### src/rtl/axil_pkg.sv
// Shared AXI4-Lite types and constants for the CPU bridge.
// Holds response codes, bridge FSM states and protection encodings.
package axil_pkg;

  typedef enum logic [1:0] {
    AXIL_OKAY   = 2'b00,
    AXIL_EXOKAY = 2'b01,
    AXIL_SLVERR = 2'b10,
    AXIL_DECERR = 2'b11
  } axil_resp_t;

  typedef enum logic [2:0] {
    ST_IDLE,
    ST_WR_ADDR_DATA,
    ST_WR_RESP,
    ST_RD_ADDR,
    ST_RD_DATA,
    ST_DONE
  } cpu_axil_state_t;

  localparam logic [2:0] AXIL_PROT_INSTR = 3'b100;
  localparam logic [2:0] AXIL_PROT_DATA  = 3'b000;

  localparam logic [31:0] AXIL_TIMEOUT_DATA = 32'hDEADBEEF;

  function automatic logic resp_is_err(
    input logic [1:0] resp
  );
    return resp != 2'(AXIL_OKAY);
  endfunction

endpackage

### src/rtl/axil_watchdog.sv
// Cycle watchdog: counts enabled cycles, reports when LIMIT is hit.
// Ports: aclk, areset (sync, high), clear, enable -> expired.
module axil_watchdog #(
  parameter int LIMIT = 1024
) (
  input  logic aclk,
  input  logic areset,
  input  logic clear,
  input  logic enable,
  output logic expired
);

  localparam int CW = $clog2(LIMIT + 1);

  logic [CW-1:0] cnt;

  // expired on the LIMIT-th enabled cycle
  assign expired = enable && (cnt == CW'(LIMIT - 1));

  always_ff @(posedge aclk) begin
    if (areset || clear) begin
      cnt <= '0;
    end else if (enable && !expired) begin
      cnt <= cnt + CW'(1);
    end
  end

endmodule

### src/rtl/cpu_axil_master.sv
// CPU valid/ready port to single AXI4-Lite master, one request at a time.
// Ports: aclk, areset (sync, high), mem_* CPU side, m_axil_* AXI side.
// CPU_AXIL_MASTER_TIMEOUT_EN adds a watchdog (TIMEOUT_CYCLES) that
// completes a hung request with mem_err=1 and rdata 0xDEADBEEF.
module cpu_axil_master
  import axil_pkg::*;
#(
  parameter int ADDR_WIDTH     = 32,
  parameter int DATA_WIDTH     = 32,
  parameter int STRB_WIDTH     = DATA_WIDTH / 8,
  parameter int TIMEOUT_CYCLES = 1024
) (
  input  logic                  aclk,
  input  logic                  areset,
  input  logic                  mem_valid,
  input  logic                  mem_instr,
  input  logic [ADDR_WIDTH-1:0] mem_addr,
  input  logic [DATA_WIDTH-1:0] mem_wdata,
  input  logic [STRB_WIDTH-1:0] mem_wstrb,
  output logic                  mem_ready,
  output logic [DATA_WIDTH-1:0] mem_rdata,
  output logic                  mem_err,
  output logic [ADDR_WIDTH-1:0] m_axil_awaddr,
  output logic [2:0]            m_axil_awprot,
  output logic                  m_axil_awvalid,
  input  logic                  m_axil_awready,
  output logic [DATA_WIDTH-1:0] m_axil_wdata,
  output logic [STRB_WIDTH-1:0] m_axil_wstrb,
  output logic                  m_axil_wvalid,
  input  logic                  m_axil_wready,
  input  logic [1:0]            m_axil_bresp,
  input  logic                  m_axil_bvalid,
  output logic                  m_axil_bready,
  output logic [ADDR_WIDTH-1:0] m_axil_araddr,
  output logic [2:0]            m_axil_arprot,
  output logic                  m_axil_arvalid,
  input  logic                  m_axil_arready,
  input  logic [DATA_WIDTH-1:0] m_axil_rdata,
  input  logic [1:0]            m_axil_rresp,
  input  logic                  m_axil_rvalid,
  output logic                  m_axil_rready
);

  cpu_axil_state_t state;

  logic wd_expired;
  logic aw_ok;
  logic w_ok;

  // a channel is finished once its valid is gone or is handshaking now
  assign aw_ok = !m_axil_awvalid || m_axil_awready;
  assign w_ok  = !m_axil_wvalid  || m_axil_wready;

`ifdef CPU_AXIL_MASTER_TIMEOUT_EN
  logic wd_busy;
  logic wd_clear;

  assign wd_busy  = (state != ST_IDLE) && (state != ST_DONE);
  assign wd_clear = (state == ST_IDLE);

  axil_watchdog #(
    .LIMIT(TIMEOUT_CYCLES)
  ) u_watchdog (
    .aclk   (aclk),
    .areset (areset),
    .clear  (wd_clear),
    .enable (wd_busy),
    .expired(wd_expired)
  );
`else
  logic unused_timeout;

  assign unused_timeout = ^TIMEOUT_CYCLES;
  assign wd_expired     = 1'b0;
`endif

  always_ff @(posedge aclk) begin
    if (areset) begin
      state          <= ST_IDLE;
      mem_ready      <= 1'b0;
      mem_err        <= 1'b0;
      mem_rdata      <= '0;
      m_axil_awaddr  <= '0;
      m_axil_awprot  <= AXIL_PROT_DATA;
      m_axil_awvalid <= 1'b0;
      m_axil_wdata   <= '0;
      m_axil_wstrb   <= '0;
      m_axil_wvalid  <= 1'b0;
      m_axil_bready  <= 1'b0;
      m_axil_araddr  <= '0;
      m_axil_arprot  <= AXIL_PROT_DATA;
      m_axil_arvalid <= 1'b0;
      m_axil_rready  <= 1'b0;
    end else if (wd_expired) begin
      state          <= ST_DONE;
      m_axil_awvalid <= 1'b0;
      m_axil_wvalid  <= 1'b0;
      m_axil_bready  <= 1'b0;
      m_axil_arvalid <= 1'b0;
      m_axil_rready  <= 1'b0;
      mem_ready      <= 1'b1;
      mem_err        <= 1'b1;
      mem_rdata      <= DATA_WIDTH'(AXIL_TIMEOUT_DATA);
    end else begin
      unique case (state)
        ST_IDLE: begin
          if (mem_valid) begin
            if (mem_wstrb != '0) begin
              m_axil_awaddr  <= mem_addr;
              m_axil_awprot  <= AXIL_PROT_DATA;
              m_axil_wdata   <= mem_wdata;
              m_axil_wstrb   <= mem_wstrb;
              m_axil_awvalid <= 1'b1;
              m_axil_wvalid  <= 1'b1;
              state          <= ST_WR_ADDR_DATA;
            end else begin
              m_axil_araddr  <= mem_addr;
              m_axil_arprot  <= mem_instr ? AXIL_PROT_INSTR
                                          : AXIL_PROT_DATA;
              m_axil_arvalid <= 1'b1;
              state          <= ST_RD_ADDR;
            end
          end
        end
        ST_WR_ADDR_DATA: begin
          if (m_axil_awready) m_axil_awvalid <= 1'b0;
          if (m_axil_wready)  m_axil_wvalid  <= 1'b0;
          if (aw_ok && w_ok) begin
            m_axil_bready <= 1'b1;
            state         <= ST_WR_RESP;
          end
        end
        ST_WR_RESP: begin
          if (m_axil_bvalid) begin
            m_axil_bready <= 1'b0;
            mem_err       <= resp_is_err(m_axil_bresp);
            mem_rdata     <= '0;
            mem_ready     <= 1'b1;
            state         <= ST_DONE;
          end
        end
        ST_RD_ADDR: begin
          if (m_axil_arready) begin
            m_axil_arvalid <= 1'b0;
            m_axil_rready  <= 1'b1;
            state          <= ST_RD_DATA;
          end
        end
        ST_RD_DATA: begin
          if (m_axil_rvalid) begin
            m_axil_rready <= 1'b0;
            mem_rdata     <= m_axil_rdata;
            mem_err       <= resp_is_err(m_axil_rresp);
            mem_ready     <= 1'b1;
            state         <= ST_DONE;
          end
        end
        ST_DONE: begin
          // mem_valid is not looked at here: no reissue of the request
          mem_ready <= 1'b0;
          state     <= ST_IDLE;
        end
        default: begin
          state <= ST_IDLE;
        end
      endcase
    end
  end

endmodule

### config.mk
export PLATFORM = sky130hd
export DESIGN_NAME = cpu_axil_master
export DESIGN_NICKNAME = d
export VERILOG_FILES = /design/src/rtl/axil_pkg.sv /design/src/rtl/axil_watchdog.sv /design/src/rtl/cpu_axil_master.sv
export SDC_FILE = /design/constraint.sdc
export NUM_CORES = 1
export LEC_CHECK = 0
export BUFFER_PORTS_ARGS = -buffer_cell sky130_fd_sc_hd__buf_4
export CAP_MARGIN = 15
export CORE_MARGIN = 8
export CORE_UTILIZATION = 45
export CTS_CLUSTER_DIAMETER = 100
export DETAILED_ROUTE_END_ITERATION = 12
export PLACE_DENSITY_LB_ADDON = 0.1
export SLEW_MARGIN = 20
export SYNTH_ARGS = -nofsm -noshare
export SYNTH_HDL_FRONTEND = slang
export SYNTH_SLANG_ARGS = --single-unit
### constraint.sdc
create_clock -name aclk -period 2 [get_ports aclk]
set_input_delay 0 -clock aclk [delete_from_list [all_inputs] [get_ports aclk]]
set_output_delay 0 -clock aclk [all_outputs]
set_load 0.01 [all_outputs]
==> metrics <==
status complete, no violations; Rows 39; Via density 5.075; part of the cycle the worst path needs 0.8943; I/O Pins between 200 and 300; mapped cell area ~5200 sq um; Post-CTS Setup Inserts 0; clock buffer count from CTS 17; Required @ worst endpoint about 2.3 ns; vias in the first global route 5768; TritonCTS clock tree yes; WL/cell ~17 um; reg2reg start state[1]; post-synthesis adder-cell area fraction 0; cell family with most CP delay simple AND/OR/NAND/NOR gates; Max-slew headroom 0.6143; Overflow after GRT 0; post-synthesis mux area share 0.001927; final worst slack around 0.21 ns; Final Skew about 0.0068 ns; quantity of I/O buffers inserted on ports ~250; fin cells 1120; Max Root-Sink Buffers 2; dpl ws about 0.3 ns; Tmin final roughly 1.8 ns; FMAX between 500 and 600 MHz; CP peak stage delay roughly 0.54 ns; largest family of logic cells by synthesized area simple AND/OR/NAND/NOR gates; post-synthesis xor/xnor area fraction 0.001686; largest net degree at the start of global routing 72; critical path peak fanout 19; placer congestion estimate roughly 0.82; Final Hold Vio Count 0; Reg2Reg Setup Slack around 0.21 ns; nets roughly 1100; count of different cell masters after synthesis 39; Iteration-0 DRC Markers 423; Synth Area in Compound Gates 0.1737; Die Ht between 100 and 150 um; worst setup path start state[1]; Root Driver clkbuf_16; top cells by area, synth dfxtp_1 (55%), nand2_1 (15%), a21oi_1 (10%), a22oi_1 (4.8%), nor2_1 (3.0%); unrepaired setup endpoints after global routing no; leak pwr around 3.8 nW; Die Wd 123.4 um; Slew Limit Fails 0; syn avg cell area between 8 and 9 sq um; DP Cell Count between 900 and 1000; top cell type's share of synthesized area 0.5511; Crit Reg-Reg Endpoint mem_rdata[20]; commonest non-fill, non-tap cell in the layout buf_4; worst path cell trace or3b_2 -> nand4_2 -> buf_4 -> a22oi_1 -> nor2_1; initial antenna violation count 2; first-pass GRT wire length roughly 29000 um; most frequent cells in the layout buf_4 (261), nand2_1 (205), dfxtp_1 (143), a21oi_1 (107), dlygate4sd3_1 (105); DRC 0; Routed WL 18700 um; CP Depth 5; Register-to-Register Path Depth 5; CTS Sinks approximately 140; Post-DP HPWL about 12000 um; Initial Util 0.4589; largest area contributor in the netlist dfxtp_1; Critical path destination mem_rdata[20]; Core ar. roughly 11000 sq um; Worst-path clk slew ~0.060 ns; layout cells sized above 1 0.3005; fraction of the mapped netlist area in simple logic gates 0.2042; H-tree level count 4; Final Setup Violations 0; Setup CP Type reg -> reg; post-CTS sizing 0; first-pass detailed-route iteration total 5; aggregate global-route resource usage 0.2402; Fin Setup TNS 0 ns; P&R area growth vs syn 67.27%; Warnings, synthesis 0; crit path buf inv count 1; worst slew pin tran around 0.58 ns; Syn Inst Count between 600 and 700; die area 15240 sq um; max_cap viols 0; WP data arrival roughly 2.1 ns; fillcell total 786; Yosys reg bits ~140; maximum VDD drop approximately 0.00066 V; worst hold path class in -> reg; register area share after synthesis 0.5511; Final ANT Viol Nets 0; clk_lat worst skew 0.41 ns; PD cells approximately 840 nW/um^2; via count around 5700; slowest stage cell, crit path dfxtp_1; Startpoint Class flip-flop; Worst setup EP type flip-flop
[timing repair]
item                                    in CTS  in global routing
hold buffers                               105                  0
endpoints found under the setup margin       0                  0
hold endpoints to repair                   139                  0
[how the worst min path moves through the flow]
stage                               from              to  slack, ns  cells past startpoint
final                             areset   mem_rdata[12]       0.08                      2
after global routing              areset   mem_rdata[12]       0.08                      2
after CTS                         areset        state[2]       0.05                      2
after detailed placement  m_axil_arready  m_axil_arvalid       0.24                      2
after global placement    m_axil_arready  m_axil_arvalid       0.23                      2
after floorplan           m_axil_arready  m_axil_arvalid       0.12                      1
[report_power, final]
part           switching, mW  internal, mW
logic                  0.711         0.719
registers              0.108          3.03
clock network           1.07          1.62
total                   1.89          5.37
[stage by stage]
step / util / hold WS (ns) / power, mW / instance area [sq um]
floorplan: - / 0.1152 / 3.844 / 5210
global placement: 0.6311 / 0.2313 / 4.404 / 7144
detailed placement: 0.6311 / 0.2387 / 4.444 / 7144
CTS: 0.7671 / 0.05207 / 7.291 / 8685
global route: 0.7676 / 0.08497 / 7.575 / 8690
finish: 0.7676 / 0.07821 / 7.258 / 8690
[cells in the mapped netlist (all sizes together)]
master    n
nand2   206
dfxtp   143
a21oi   107
nor2     41
a22oi    33
buf      28
clkbuf   24
inv       5
a31oi     3
a32oi     2
and2      2
nand2b    2
nand3     2
nor3      2
o21ai     2
or3b      2
a211o     1
a211oi    1
a21boi    1
a21o      1
a311o     1
a311oi    1
and4      1
conb      1
mux2i     1
nand4     1
nor2b     1
nor4      1
nor4b     1
o211ai    1
o21a      1
o31ai     1
or3       1
or4       1
xor2      1
[cell type report]
cell class,count,area (sq um),area share
Inverter,5,18.77,0.002160
Clock inverter,2,10.01,0.001152
Tap cell,143,178.9,0.02059
Sequential cell,143,2863,0.3294
Antenna cell,2,5.005,0.0005760
Clock buffer,26,479.2,0.05515
Timing Repair Buffer,372,3131,0.3603
Multi-Input combinational cell,427,2004,0.2307
[logic make-up after synthesis]
group | after synthesis
simple gates | 264
flops | 143
xor+xnor | 1
other cells | 1
buf+inv | 57
compound gates | 156
mux | 1
[registers in the layout, indices dropped and copies added, names as in the netlist, 3 cells and up]
name and cells:
m_axil_araddr 32, m_axil_awaddr 32, m_axil_wdata 32, m_axil_wstrb 4, mem_rdata 32, state 3
[layer usage]
| layer | vias to the layer above | share of wire | global-route usage |
|---|---|---|---|
| met4 | 0 | 0.036 | 0.1226 |
| li1 | 2742 | - | - |
| met5 | - | 0 | 0 |
| met1 | 2678 | 0.36 | 0.2465 |
| met3 | 44 | 0.091 | 0.08950 |
| met2 | 220 | 0.51 | 0.4214 |
Power figures use the tool's default switching activity.
